<file path="src/rtl/cpu_pkg.sv">
// Shared fetch-stage types and constants.
// Holds the FSM encoding and the constant branch-target table.
package cpu_pkg;

  localparam int PC_W      = 10;
  localparam int LUT_IDX_W = 4;
  localparam int LUT_N     = 2 ** LUT_IDX_W;

  typedef enum logic [1:0] {
    IDLE = 2'd0,
    RUN  = 2'd1,
    DONE = 2'd2
  } fetch_state_t;

  // Absolute branch targets; undefined entries are zero.
  localparam logic [PC_W-1:0] BR_LUT [LUT_N] = '{
    10'd100, 10'd200, 10'd40,  10'd512,
    10'd1023, 10'd7,  10'd0,   10'd0,
    10'd0,   10'd0,   10'd0,   10'd0,
    10'd0,   10'd0,   10'd0,   10'd0
  };

endpackage

</file>
<file path="src/rtl/branch_lut.sv">
// Branch-target lookup.
// Pure combinational read of the package table.
module branch_lut #(
  parameter int PC_W      = cpu_pkg::PC_W,
  parameter int LUT_IDX_W = cpu_pkg::LUT_IDX_W
) (
  input  logic [LUT_IDX_W-1:0] i_idx,
  output logic [PC_W-1:0]      o_target
);

  import cpu_pkg::*;

  // Table read, resized to the local PC width.
  always_comb begin
    o_target = PC_W'(BR_LUT[i_idx]);
  end

endmodule

</file>
<file path="src/rtl/fetch_unit.sv">
// Program counter and fetch sequencer.
// IDLE/RUN/DONE FSM with branch table and run-cycle counter.
module fetch_unit #(
  parameter int PC_W      = cpu_pkg::PC_W,
  parameter int LUT_IDX_W = cpu_pkg::LUT_IDX_W,
  parameter int CNT_W     = 16
) (
  input  logic                 Clk,
  input  logic                 Reset,
  input  logic                 Start,
  input  logic                 Branch,
  input  logic [LUT_IDX_W-1:0] TargetIdx,
  input  logic                 Halt,
  output logic [PC_W-1:0]      ProgCtr,
  output logic                 InstrValid,
  output logic                 Done,
  output logic [CNT_W-1:0]     CycleCount
);

  import cpu_pkg::*;

  fetch_state_t     r_state;
  fetch_state_t     w_state_nxt;
  logic [PC_W-1:0]  r_pc;
  logic [PC_W-1:0]  w_pc_nxt;
  logic [CNT_W-1:0] r_cnt;
  logic [CNT_W-1:0] w_cnt_nxt;
  logic [PC_W-1:0]  w_target;

  branch_lut #(
    .PC_W      (PC_W),
    .LUT_IDX_W (LUT_IDX_W)
  ) u_lut (
    .i_idx    (TargetIdx),
    .o_target (w_target)
  );

  // State, PC and counter registers; reset abandons any program.
  always_ff @(posedge Clk) begin
    if (Reset) begin
      r_state <= IDLE;
      r_pc    <= '0;
      r_cnt   <= '0;
    end else begin
      r_state <= w_state_nxt;
      r_pc    <= w_pc_nxt;
      r_cnt   <= w_cnt_nxt;
    end
  end

  // Next-state, next-PC and saturating count selection.
  always_comb begin
    w_state_nxt = r_state;
    w_pc_nxt    = r_pc;
    w_cnt_nxt   = r_cnt;
    unique case (r_state)
      RUN: begin
        if (r_cnt != '1)
          w_cnt_nxt = r_cnt + 1'b1;
        if (Halt)
          w_state_nxt = DONE;
        else if (Branch)
          w_pc_nxt = w_target;
        else
          w_pc_nxt = r_pc + 1'b1;
      end
      IDLE, DONE: begin
        if (Start) begin
          w_state_nxt = RUN;
          w_pc_nxt    = '0;
          w_cnt_nxt   = '0;
        end
      end
      default: w_state_nxt = IDLE;
    endcase
  end

  // Outputs are decoded from registered state only.
  always_comb begin
    ProgCtr    = r_pc;
    CycleCount = r_cnt;
    InstrValid = (r_state == RUN);
    Done       = (r_state == DONE);
  end

endmodule

</file>
<file path="config.mk">
export PLATFORM = sky130hd
export DESIGN_NAME = fetch_unit
export DESIGN_NICKNAME = d
export VERILOG_FILES = /design/src/rtl/cpu_pkg.sv /design/src/rtl/branch_lut.sv /design/src/rtl/fetch_unit.sv
export SDC_FILE = /design/constraint.sdc
export NUM_CORES = 1
export LEC_CHECK = 0
export ABC_CLOCK_PERIOD_IN_PS = 2880
export BUFFER_PORTS_ARGS = -buffer_cell sky130_fd_sc_hd__buf_2
export CORE_MARGIN = 2
export CORE_UTILIZATION = 55
export CTS_CLUSTER_SIZE = 10
export DETAILED_ROUTE_END_ITERATION = 6
export GPL_ROUTABILITY_DRIVEN = 0
export PLACE_DENSITY = 0.82
export SLEW_MARGIN = 20
export SYNTH_ARGS = -nofsm -noshare
export SYNTH_HDL_FRONTEND = slang
export SYNTH_SLANG_ARGS = --single-unit
</file>
<file path="constraint.sdc">
create_clock -name Clk -period 2.88 [get_ports Clk]
set_clock_uncertainty 0.2 [all_clocks]
set_input_delay 0.144 -clock Clk [delete_from_list [all_inputs] [get_ports Clk]]
set_output_delay 0.144 -clock Clk [all_outputs]
set_load 0.03 [all_outputs]
</file>
==> metrics.md, run 1 <==
| Metric | Value |
|---|---|
| Clock share of power | 28.0% |
| Die span in x | 58.9 um |
| TritonCTS Buffers | 3 |
| ANT nets after route | 0 |
| Grt ovf | 0 |
| Total of max-cap violations | 0 |
| CTS tree | yes |
| Static Leak | 0.730 nW |
| I/O Pins | 37 |
| # Post-CTS Setup Buffers | 0 |
| Max clock buf depth | 2 |
| Mapped cell area | 1660 um2 |
| CP Launch Type | register |
| H-Tree Depth | 1 |
| Worst-path clk slew | 0.15 ns |
| Vias | 1623 |
| Worst VDD drop | 0.388 mV |
| Status | finished, violations left |
| Rel. slew slack | 53.9% |
| Critical Path Fanout Max | 19 |
| Area growth syn-to-layout | 13.7% |
| Drt total wl | 3.90 mm |
| Final Hold Slack | 0.0571 ns |
| Tmin final | 2.23 ns |
| Syn_nets | 227 |
| GRT Total Usage | 24.0% |
| Skew-Pair Late Insertion Delay | 0.33 ns |
| Fraction of registers with async set/reset | 0% |
| HPWL after DPL | 2.80 mm |
| Pint | 0.502 mW |
| Ant diodes | 0 |
| WP data required | 2.95 ns |
| Post-DR vias/cell | 5.90 |
| Vias in the first global route | 1391 |
| Total die area | 3460 um2 |
| Share of cells above drive strength 1 | 19.7% |
| Port Buffers | 36 |
| Area after DPL | 1830 um2 |
| # fillers | 248 |
| Layout net count | 259 |
| Synth Flop Type | dfxtp_1 |
| Failing checks | DRC |
| Final setup fails | 0 |
| Sequential element share of the synthesized area | 33.9% |
| Sw Share | 27.8% |
| Max Slew Vio Count | 0 |
| Finished Cell Area | 1880 um2 |
| Area share of the largest cell type after synthesis | 33.9% |
| Root buf cell | clkbuf_4 |
| Final setup TNS | 0 ns |
| Main area contributors after synthesis | dfxtp_1 34%, o21ai_0 5.4%, nor2_1 5.4% |
| Largest net degree at the start of global routing | 30 |
| Synth unique cells | 49 |
| TritonRoute pass-1 iters | 6 |
| Synth Warn # | 0 |
| Synth Instances | 213 |
| # rows | 19 |
| Actual slew at the worst max-slew pin | 0.689 ns |
| Max Freq | 0.448 GHz |
| DRC Markers | 2 |
| Comb pwr share | 14.0% |
| WS Path Type | reg2reg |
| Final Cycle Share | 77.4% |
| Sequential Power Share | 58.0% |
| First-pass GRT wire length | 6.53 mm |
| Syn avg cell area | 7.77 um2 |
| PwrDens | 369 nW/um2 |
| Final hold vios | 0 |
| Yosys reg bits | 28 |
| Arr. time, crit path | 2.30 ns |
| NetSw | 0.193 mW |
| Post-synth EDFFs | 0 |
| Worst min path class | in2reg |
| Antenna violations before repair | 0 |
| Die Y | 58.9 um |
| DRT iter0 DRCs | 74 |
| Clock sinks | 28 |
| Largest area contributor in the netlist | dfxtp_1 |
| Initial core utilization | 59.0% |
| Drt wl/cell | 14.2 um |
| Core ar. | 2810 um2 |
| Crit path capture type | register |
| RSZ-0062 raised after global routing | no |
==> metrics by stage <==
stage / util (%) / instances / worst slack, ns / total power [mW]
floorplan: - / 213 / 0.784 / 0.478
global placement: 65.1 / 269 / 0.777 / 0.503
detailed placement: 65.1 / 269 / 0.731 / 0.504
CTS: 67.1 / 275 / 0.691 / 0.696
global route: 67.1 / 275 / 0.462 / 0.723
finish: 67.1 / 275 / 0.650 / 0.695
==> metal layers <==
metal | global-route usage [%] | part of all wire (%)
met2 | 36.5 | 42
met1 | 35.9 | 52
met5 | 0 | 0
met3 | 4.40 | 5.5
met4 | 4.22 | 0.46
==> worst max-delay path, cell delays in order (launching register included) <==
cell and delay (ns):
dfxtp_1 0.75, nand2b_2 0.22, inv_2 0.17, nor2_1 0.10
a41oi_2 0.42, nand3_1 0.13, a21oi_1 0.17
==> kinds of logic after synthesis <==
group | count (synthesis) | share of synthesized area (%)
adders and majority gates | 5 | 3.78
buffers and inverters | 17 | 4.31
and+or+nand+nor | 86 | 25.9
DFF | 28 | 33.9
AOI/OAI and AO/OA | 68 | 26.9
muxes | 5 | 3.10
xor gates and xnor gates | 4 | 2.12
==> power groups by stage <==
| stage | registers [mW] | logic (mW) | clock network, mW |
|---|---|---|---|
| global route | 0.405 | 0.107 | 0.212 |
| CTS | 0.403 | 0.0958 | 0.197 |
| finish | 0.403 | 0.0971 | 0.194 |
| global placement | 0.411 | 0.0919 | 0 |
| floorplan | 0.412 | 0.0656 | 0 |
| detailed placement | 0.411 | 0.0929 | 0 |
==> final cells by class <==
cell class	instances	area [um2]	area share (%)
inverters	6	22.5	1.20
clock buffers	4	36.3	1.93
repair buffers	38	200	10.6
flip-flops and latches	28	561	29.8
multi-input cells	168	1020	54.4
well taps	31	38.8	2.06
==> state kept, by name (all words and copies together) (netlist names) <==
signal	flops
ProgCtr	10
r_state	2
CycleCount	16
==> worst paths after layout <==
check / from / end / slack [ns] / depth (start not counted)
min reg2reg: ProgCtr[9] / ProgCtr[9] / 0.32 / 2
min: TargetIdx[1] / ProgCtr[6] / 0.06 / 4
max: r_state[0] / CycleCount[1] / 0.65 / 6
max reg2reg: r_state[0] / CycleCount[1] / 0.65 / 6
==> timing repair <==
item	CTS	global route
resized for setup	0	0
hold buffers	2	0
hold endpoints to repair	2	0
==> Yosys cell counts (3+ instances only) <==
cell and number:
a31oi_1 5, inv_1 5, nor2b_1 3, o21a_1 3
nand3_1 9, mux2i_1 4, nor2_1 24, and4_1 3
nor3_1 6, ha_1 5, nand4_1 4, a21oi_1 17
a22oi_1 4, dfxtp_1 28, nand2b_1 4, o21ai_0 18
clkbuf_1 7, nand2_1 21, a311oi_1 6
==> cell usage in the layout, fill, tap and decap left out, types with 3 or more instances in the layout <==
cell,instances
o21a_1,3
o21ai_0,18
nor3_1,6
nor2b_1,3
dfxtp_1,28
a311oi_1,6
nand2_1,21
nand2b_1,4
nand3_1,9
buf_2,36
a22oi_1,4
a21oi_1,17
a31oi_1,5
clkbuf_4,3
mux2i_1,4
ha_1,5
and4_1,3
nand4_1,4
inv_1,5
nor2_1,24
Note: power is estimated with default switching activity, not from simulation.
==> run 2: changes to the inputs <==
--- a/config.mk
+++ b/config.mk
@@ -5,14 +5,14 @@
 export SDC_FILE = /design/constraint.sdc
 export NUM_CORES = 1
 export LEC_CHECK = 0
-export ABC_CLOCK_PERIOD_IN_PS = 2880
+export ABC_CLOCK_PERIOD_IN_PS = 2300
 export BUFFER_PORTS_ARGS = -buffer_cell sky130_fd_sc_hd__buf_2
 export CORE_MARGIN = 2
-export CORE_UTILIZATION = 55
+export CORE_UTILIZATION = 53
 export CTS_CLUSTER_SIZE = 10
 export DETAILED_ROUTE_END_ITERATION = 6
 export GPL_ROUTABILITY_DRIVEN = 0
-export PLACE_DENSITY = 0.82
+export PLACE_DENSITY = 0.79
 export SLEW_MARGIN = 20
 export SYNTH_ARGS = -nofsm -noshare
 export SYNTH_HDL_FRONTEND = slang
==> constraint.sdc (replaced) <==
create_clock -name Clk -period 2.3 [get_ports Clk]
set_clock_uncertainty 0.2 [all_clocks]
set_input_delay 0.115 -clock Clk [delete_from_list [all_inputs] [get_ports Clk]]
set_output_delay 0.115 -clock Clk [all_outputs]
set_load 0.03 [all_outputs]
==> run 2 against run 1 <==
  * Final cell count rose by 1.8%
  * Hold slack got worse by 0.022 ns
  * Power rose by 20%
  * The run now ends clean
  * Global-route usage fell by 1.6 points
  * Clock power rose by 4%
  * Register-to-register slack got worse by 0.38 ns
==> metrics.md, run 2 (synthesis results as in run 1) <==
| Metric | Value |
|---|---|
| Final setup fails | 0 |
| Final setup TNS | 0 ns |
| Ant diodes | 0 |
| Final Cycle Share | 88.2% |
| Crit path capture type | register |
| Root buf cell | clkbuf_4 |
| Worst min path class | in2reg |
| Core ar. | 3000 um2 |
| Share of cells above drive strength 1 | 20.2% |
| Critical Path End | CycleCount[10] |
| Vias | 1644 |
| Drt total wl | 3.77 mm |
| ANT nets after route | 0 |
| TritonCTS Buffers | 3 |
| Largest register FFs | 16 |
| Max layer used | met4 |
| CP Launch Type | register |
| Grt ovf | 0 |
| RR Endpoint | CycleCount[10] |
| DRT iter0 DRCs | 122 |
| WS Path Type | reg2reg |
| Die span in x | 59.9 um |
| GRT Total Usage | 22.4% |
| H-Tree Depth | 1 |
| # rows | 20 |
| Die Y | 59.9 um |
| WP data required | 2.35 ns |
| Vias in the first global route | 1404 |
| Max clock buf depth | 2 |
| Port Buffers | 36 |
| Setup ws final | 0.271 ns |
| Met1 WL | 1.93 mm |
| Post-DR vias/cell | 5.87 |
| CTS tree | yes |
| PwrDens | 437 nW/um2 |
| Critical Path Fanout Max | 8 |
| Status | complete, no violations |
| Tmin final | 2.03 ns |
| HPWL after DPL | 2.68 mm |
| Worst-path clk slew | 0.14 ns |
| # Post-CTS Setup Buffers | 0 |
| Skew-Pair Late Insertion Delay | 0.33 ns |
| RSZ-0062 raised after global routing | no |
| First-pass GRT wire length | 6.28 mm |
| I/O Pins | 37 |
| RR Startpoint | CycleCount[1] |
| Final hold vios | 0 |
| Post-Place Setup Slack | 0.315 ns |
| Antenna violations before repair | 0 |
| Drt wl/cell | 13.5 um |
| Clock sinks | 28 |
| WL met3 | 238 um |
| Routed length on met2 | 1.58 mm |
| Static Leak | 0.743 nW |
| Worst VDD drop | 0.308 mV |
| Critical path startpoint | CycleCount[1] |
| Flop-to-flop setup slack | 0.27 ns |
| Reg2Reg Depth | 5 |
| Cts-stage hold buffer count | 3 |
| Arr. time, crit path | 2.07 ns |
| Largest net degree at the start of global routing | 30 |
| Rel. slew slack | 65.2% |
| Initial core utilization | 55.1% |
| # resized after CTS | 0 |
| DRC Markers | 0 |
| TritonRoute pass-1 iters | 5 |
| Total of max-cap violations | 0 |
| Actual slew at the worst max-slew pin | 0.521 ns |
| Area growth syn-to-layout | 15.0% |
| Final Hold Slack | 0.0347 ns |
| Max Slew Vio Count | 0 |
| Most common cell after layout, fill and taps aside | buf_2 |
| Max Freq | 0.493 GHz |
| Commonest non-fill, non-tap cells in the layout | 36 x buf_2, 28 x dfxtp_1, 24 x nor2_1 |
| Layout net count | 263 |
| Total die area | 3590 um2 |
run 2: area by class of cell:
| cell class | instances | area [um2] |
|---|---|---|
| fill | 288 | 1100 |
| sequential | 28 | 561 |
| tap | 33 | 41.3 |
| multi-input combinational | 168 | 1020 |
| timing repair buffer | 42 | 233 |
| clock buffer | 3 | 22.5 |
| inverter | 6 | 22.5 |
run 2: metrics by stage:
step / util (%) / instance area (um2) / instances / power (mW)
finish: 63.4 / 1900 / 280 / 0.833
global route: 63.4 / 1900 / 280 / 0.871
CTS: 63.4 / 1900 / 280 / 0.841
detailed placement: 61.6 / 1850 / 274 / 0.636
global placement: 61.6 / 1850 / 274 / 0.636
floorplan: - / 1660 / 213 / 0.598
run 2: layer usage:
| metal | vias up | GRT usage, % |
|---|---|---|
| met5 | - | 0 |
| met4 | 0 | 4.13 |
| met3 | 2 | 4.76 |
| met2 | 51 | 32.6 |
| met1 | 734 | 34.1 |
| li1 | 857 | - |
run 2: how the worst min path moves through the flow:
stage | cells after the start | from | slack, ns | to
after floorplan | 2 | Halt | 0.08 | r_state[1]
after global placement | 3 | Halt | 0.21 | r_state[1]
after detailed placement | 3 | Halt | 0.21 | r_state[1]
after CTS | 2 | Reset | 0.03 | ProgCtr[3]
after global routing | 2 | Reset | 0.05 | CycleCount[0]
final | 2 | Reset | 0.03 | CycleCount[0]
run 2: worst max-delay path, cell delays in order, from the launching register on:
cell and delay, ns:
dfxtp_1 0.44, ha_1 0.23, nand3_2 0.14, nor2_2 0.28, a41oi_2 0.31, a311oi_1 0.34
run 2: power breakdown:
part	internal, mW	total (mW)	switching (mW)
registers	0.492	0.500	0.00808
logic	0.0448	0.132	0.0868
clock network	0.0615	0.201	0.140
total	0.598	0.833	0.235
==> run 3: changes to the inputs <==
--- a/config.mk
+++ b/config.mk
@@ -5,14 +5,17 @@
 export SDC_FILE = /design/constraint.sdc
 export NUM_CORES = 1
 export LEC_CHECK = 0
+export ABC_AREA = 0
 export ABC_CLOCK_PERIOD_IN_PS = 2300
 export BUFFER_PORTS_ARGS = -buffer_cell sky130_fd_sc_hd__buf_2
+export CELL_PAD_IN_SITES_DETAIL_PLACEMENT = 1
+export CELL_PAD_IN_SITES_GLOBAL_PLACEMENT = 1
 export CORE_MARGIN = 2
-export CORE_UTILIZATION = 53
+export CORE_UTILIZATION = 39
 export CTS_CLUSTER_SIZE = 10
 export DETAILED_ROUTE_END_ITERATION = 6
 export GPL_ROUTABILITY_DRIVEN = 0
-export PLACE_DENSITY = 0.79
+export PLACE_DENSITY = 0.8
 export SLEW_MARGIN = 20
 export SYNTH_ARGS = -nofsm -noshare
 export SYNTH_HDL_FRONTEND = slang
==> run 3 against run 2 <==
  * Sequential cell count is the same
  * Sequential power is essentially flat
  * Largest cell class unchanged
  * Final cell count increased by 6.1%
  * Worst setup slack got worse by 0.021 ns
  * Power is 9.3% higher
==> metrics.md, run 3 (synthesis results as in run 1) <==
| Metric | Value |
|---|---|
| Status | complete, no violations |
| Die Y | 69.2 um |
| Final hold vios | 0 |
| # resized after CTS | 0 |
| Root buf cell | clkbuf_8 |
| Total of max-cap violations | 0 |
| I/O Pins | 37 |
| Sw Share | 28.3% |
| Largest register FFs | 16 |
| Area after DPL | 1880 um2 |
| CTS tree | yes |
| Max Freq | 0.488 GHz |
| Clock share of power | 30.3% |
| NetSw | 0.257 mW |
| # rows | 23 |
| Skew-Pair Late Insertion Delay | 0.28 ns |
| GRT Total Usage | 20.2% |
| Tmin final | 2.05 ns |
| Most common cell after layout, fill and taps aside | buf_2 |
| Worst VDD drop | 0.222 mV |
| Ant diodes | 0 |
| Storage cell area | 561 um2 |
| Finished Cell Area | 1940 um2 |
| Grt ovf | 0 |
| Drt total wl | 4.68 mm |
| Largest stage delay on the critical path | 0.49 ns |
| WS Path Type | reg2reg |
| RSZ-0062 raised after global routing | no |
| Port Buffers | 36 |
| WP data required | 2.32 ns |
| Critical-path cell list | ha_1, nand3_2, or2_1, or4_1, a21oi_1 |
| Initial core utilization | 41.1% |
| HPWL after DPL | 3.37 mm |
| CP Launch Type | register |
| Largest net degree at the start of global routing | 30 |
| First-pass GRT wire length | 8.07 mm |
| Drt wl/cell | 15.7 um |
| # fillers | 539 |
| Actual slew at the worst max-slew pin | 0.569 ns |
| Die span in x | 69.2 um |
| DRT iter0 DRCs | 65 |
| Post-DR vias/cell | 5.84 |
| Total die area | 4780 um2 |
| Worst-path clk slew | 0.09 ns |
| TritonRoute pass-1 iters | 4 |
| PwrDens | 469 nW/um2 |
| Comb pwr share | 14.8% |
| Max Slew Vio Count | 0 |
| Rel. slew slack | 62.1% |
| Final Cycle Share | 89.1% |
| Static Leak | 0.752 nW |
| Critical path startpoint | CycleCount[0] |
| Area growth syn-to-layout | 17.2% |
| Min-delay src | TargetIdx[2] |
| Commonest non-fill, non-tap cells in the layout | 36 x buf_2, 28 x dfxtp_1, 24 x nor2_1 |
| Worst min path class | in2reg |
| Crit path capture type | register |
| Final setup TNS | 0 ns |
| ANT nets after route | 0 |
| Footprint of the multi-input gates | 1020 um2 |
| Clock sinks | 28 |
| Vias in the first global route | 1660 |
| Share of cells above drive strength 1 | 20.6% |
| Slowest CP cell | or4_1 |
| Pint | 0.653 mW |
| TritonCTS Buffers | 3 |
| Antenna violations before repair | 0 |
| RR Startpoint | CycleCount[0] |
| DRC Markers | 0 |
| H-Tree Depth | 1 |
| Layout net count | 263 |
| Critical Path Fanout Max | 6 |
| Max clock buf depth | 2 |
| Arr. time, crit path | 2.07 ns |
| Final setup fails | 0 |
| Core ar. | 4030 um2 |
| Vias | 1733 |
| Sequential Power Share | 54.9% |
==> run 3: worst max-delay path: cells and delay by family (launching register included) <==
| family | cells | cell delay (ns) |
|---|---|---|
| fa+ha+maj | 1 | 0.23 |
| flops | 1 | 0.43 |
| compound gates | 1 | 0.15 |
| simple gates | 3 | 0.98 |
==> run 3: repair_timing <==
action                                  4_1_cts  5_1_grt
endpoints found under the hold margin         1        0
hold buffers                                  2        0
buffers inserted                              0        0
endpoints found under the setup margin        0        0
==> run 3: final timing paths <==
path,to,slack [ns],cells after the start
min reg2reg,ProgCtr[1],0.31,2
max,CycleCount[12],0.25,5
min,ProgCtr[5],0.09,3
max reg2reg,CycleCount[12],0.25,5
==> run 3: layer usage <==
metal	up-vias	wire length, um	track usage, %
met3	5	131	3.07
met1	853	2330	27.6
met5	-	0	0
met4	0	53	5.23
met2	27	2160	33.1
li1	848	-	-
==> run 3: area by class of cell <==
| type | count | area share, % |
|---|---|---|
| Tap cell | 50 | 3.22 |
| Timing Repair Buffer | 42 | 11.9 |
| Clock buffer | 3 | 2.13 |
| Sequential cell | 28 | 28.9 |
| Inverter | 6 | 1.16 |
| Multi-Input combinational cell | 168 | 52.7 |
==> run 3: through the flow <==
stage,instances,setup slack [ns],power (mW),hold WS (ns),util (%)
final,297,0.251,0.910,0.0917,48.2
after global routing,297,0.0319,0.955,0.124,48.2
after CTS,297,0.251,0.924,0.0916,48.2
after detailed placement,292,0.298,0.642,0.219,46.6
after global placement,292,0.326,0.639,0.206,46.6
after floorplan,213,0.204,0.598,0.0753,-
==> run 3: power groups by stage <==
stage / Combinational [mW] / Sequential [mW] / Clock (mW)
2_1_floorplan: 0.0822 / 0.516 / 0
3_3_place_gp: 0.129 / 0.511 / 0
3_5_place_dp: 0.131 / 0.511 / 0
4_1_cts: 0.135 / 0.500 / 0.289
5_1_grt: 0.150 / 0.501 / 0.303
6_report: 0.135 / 0.500 / 0.276
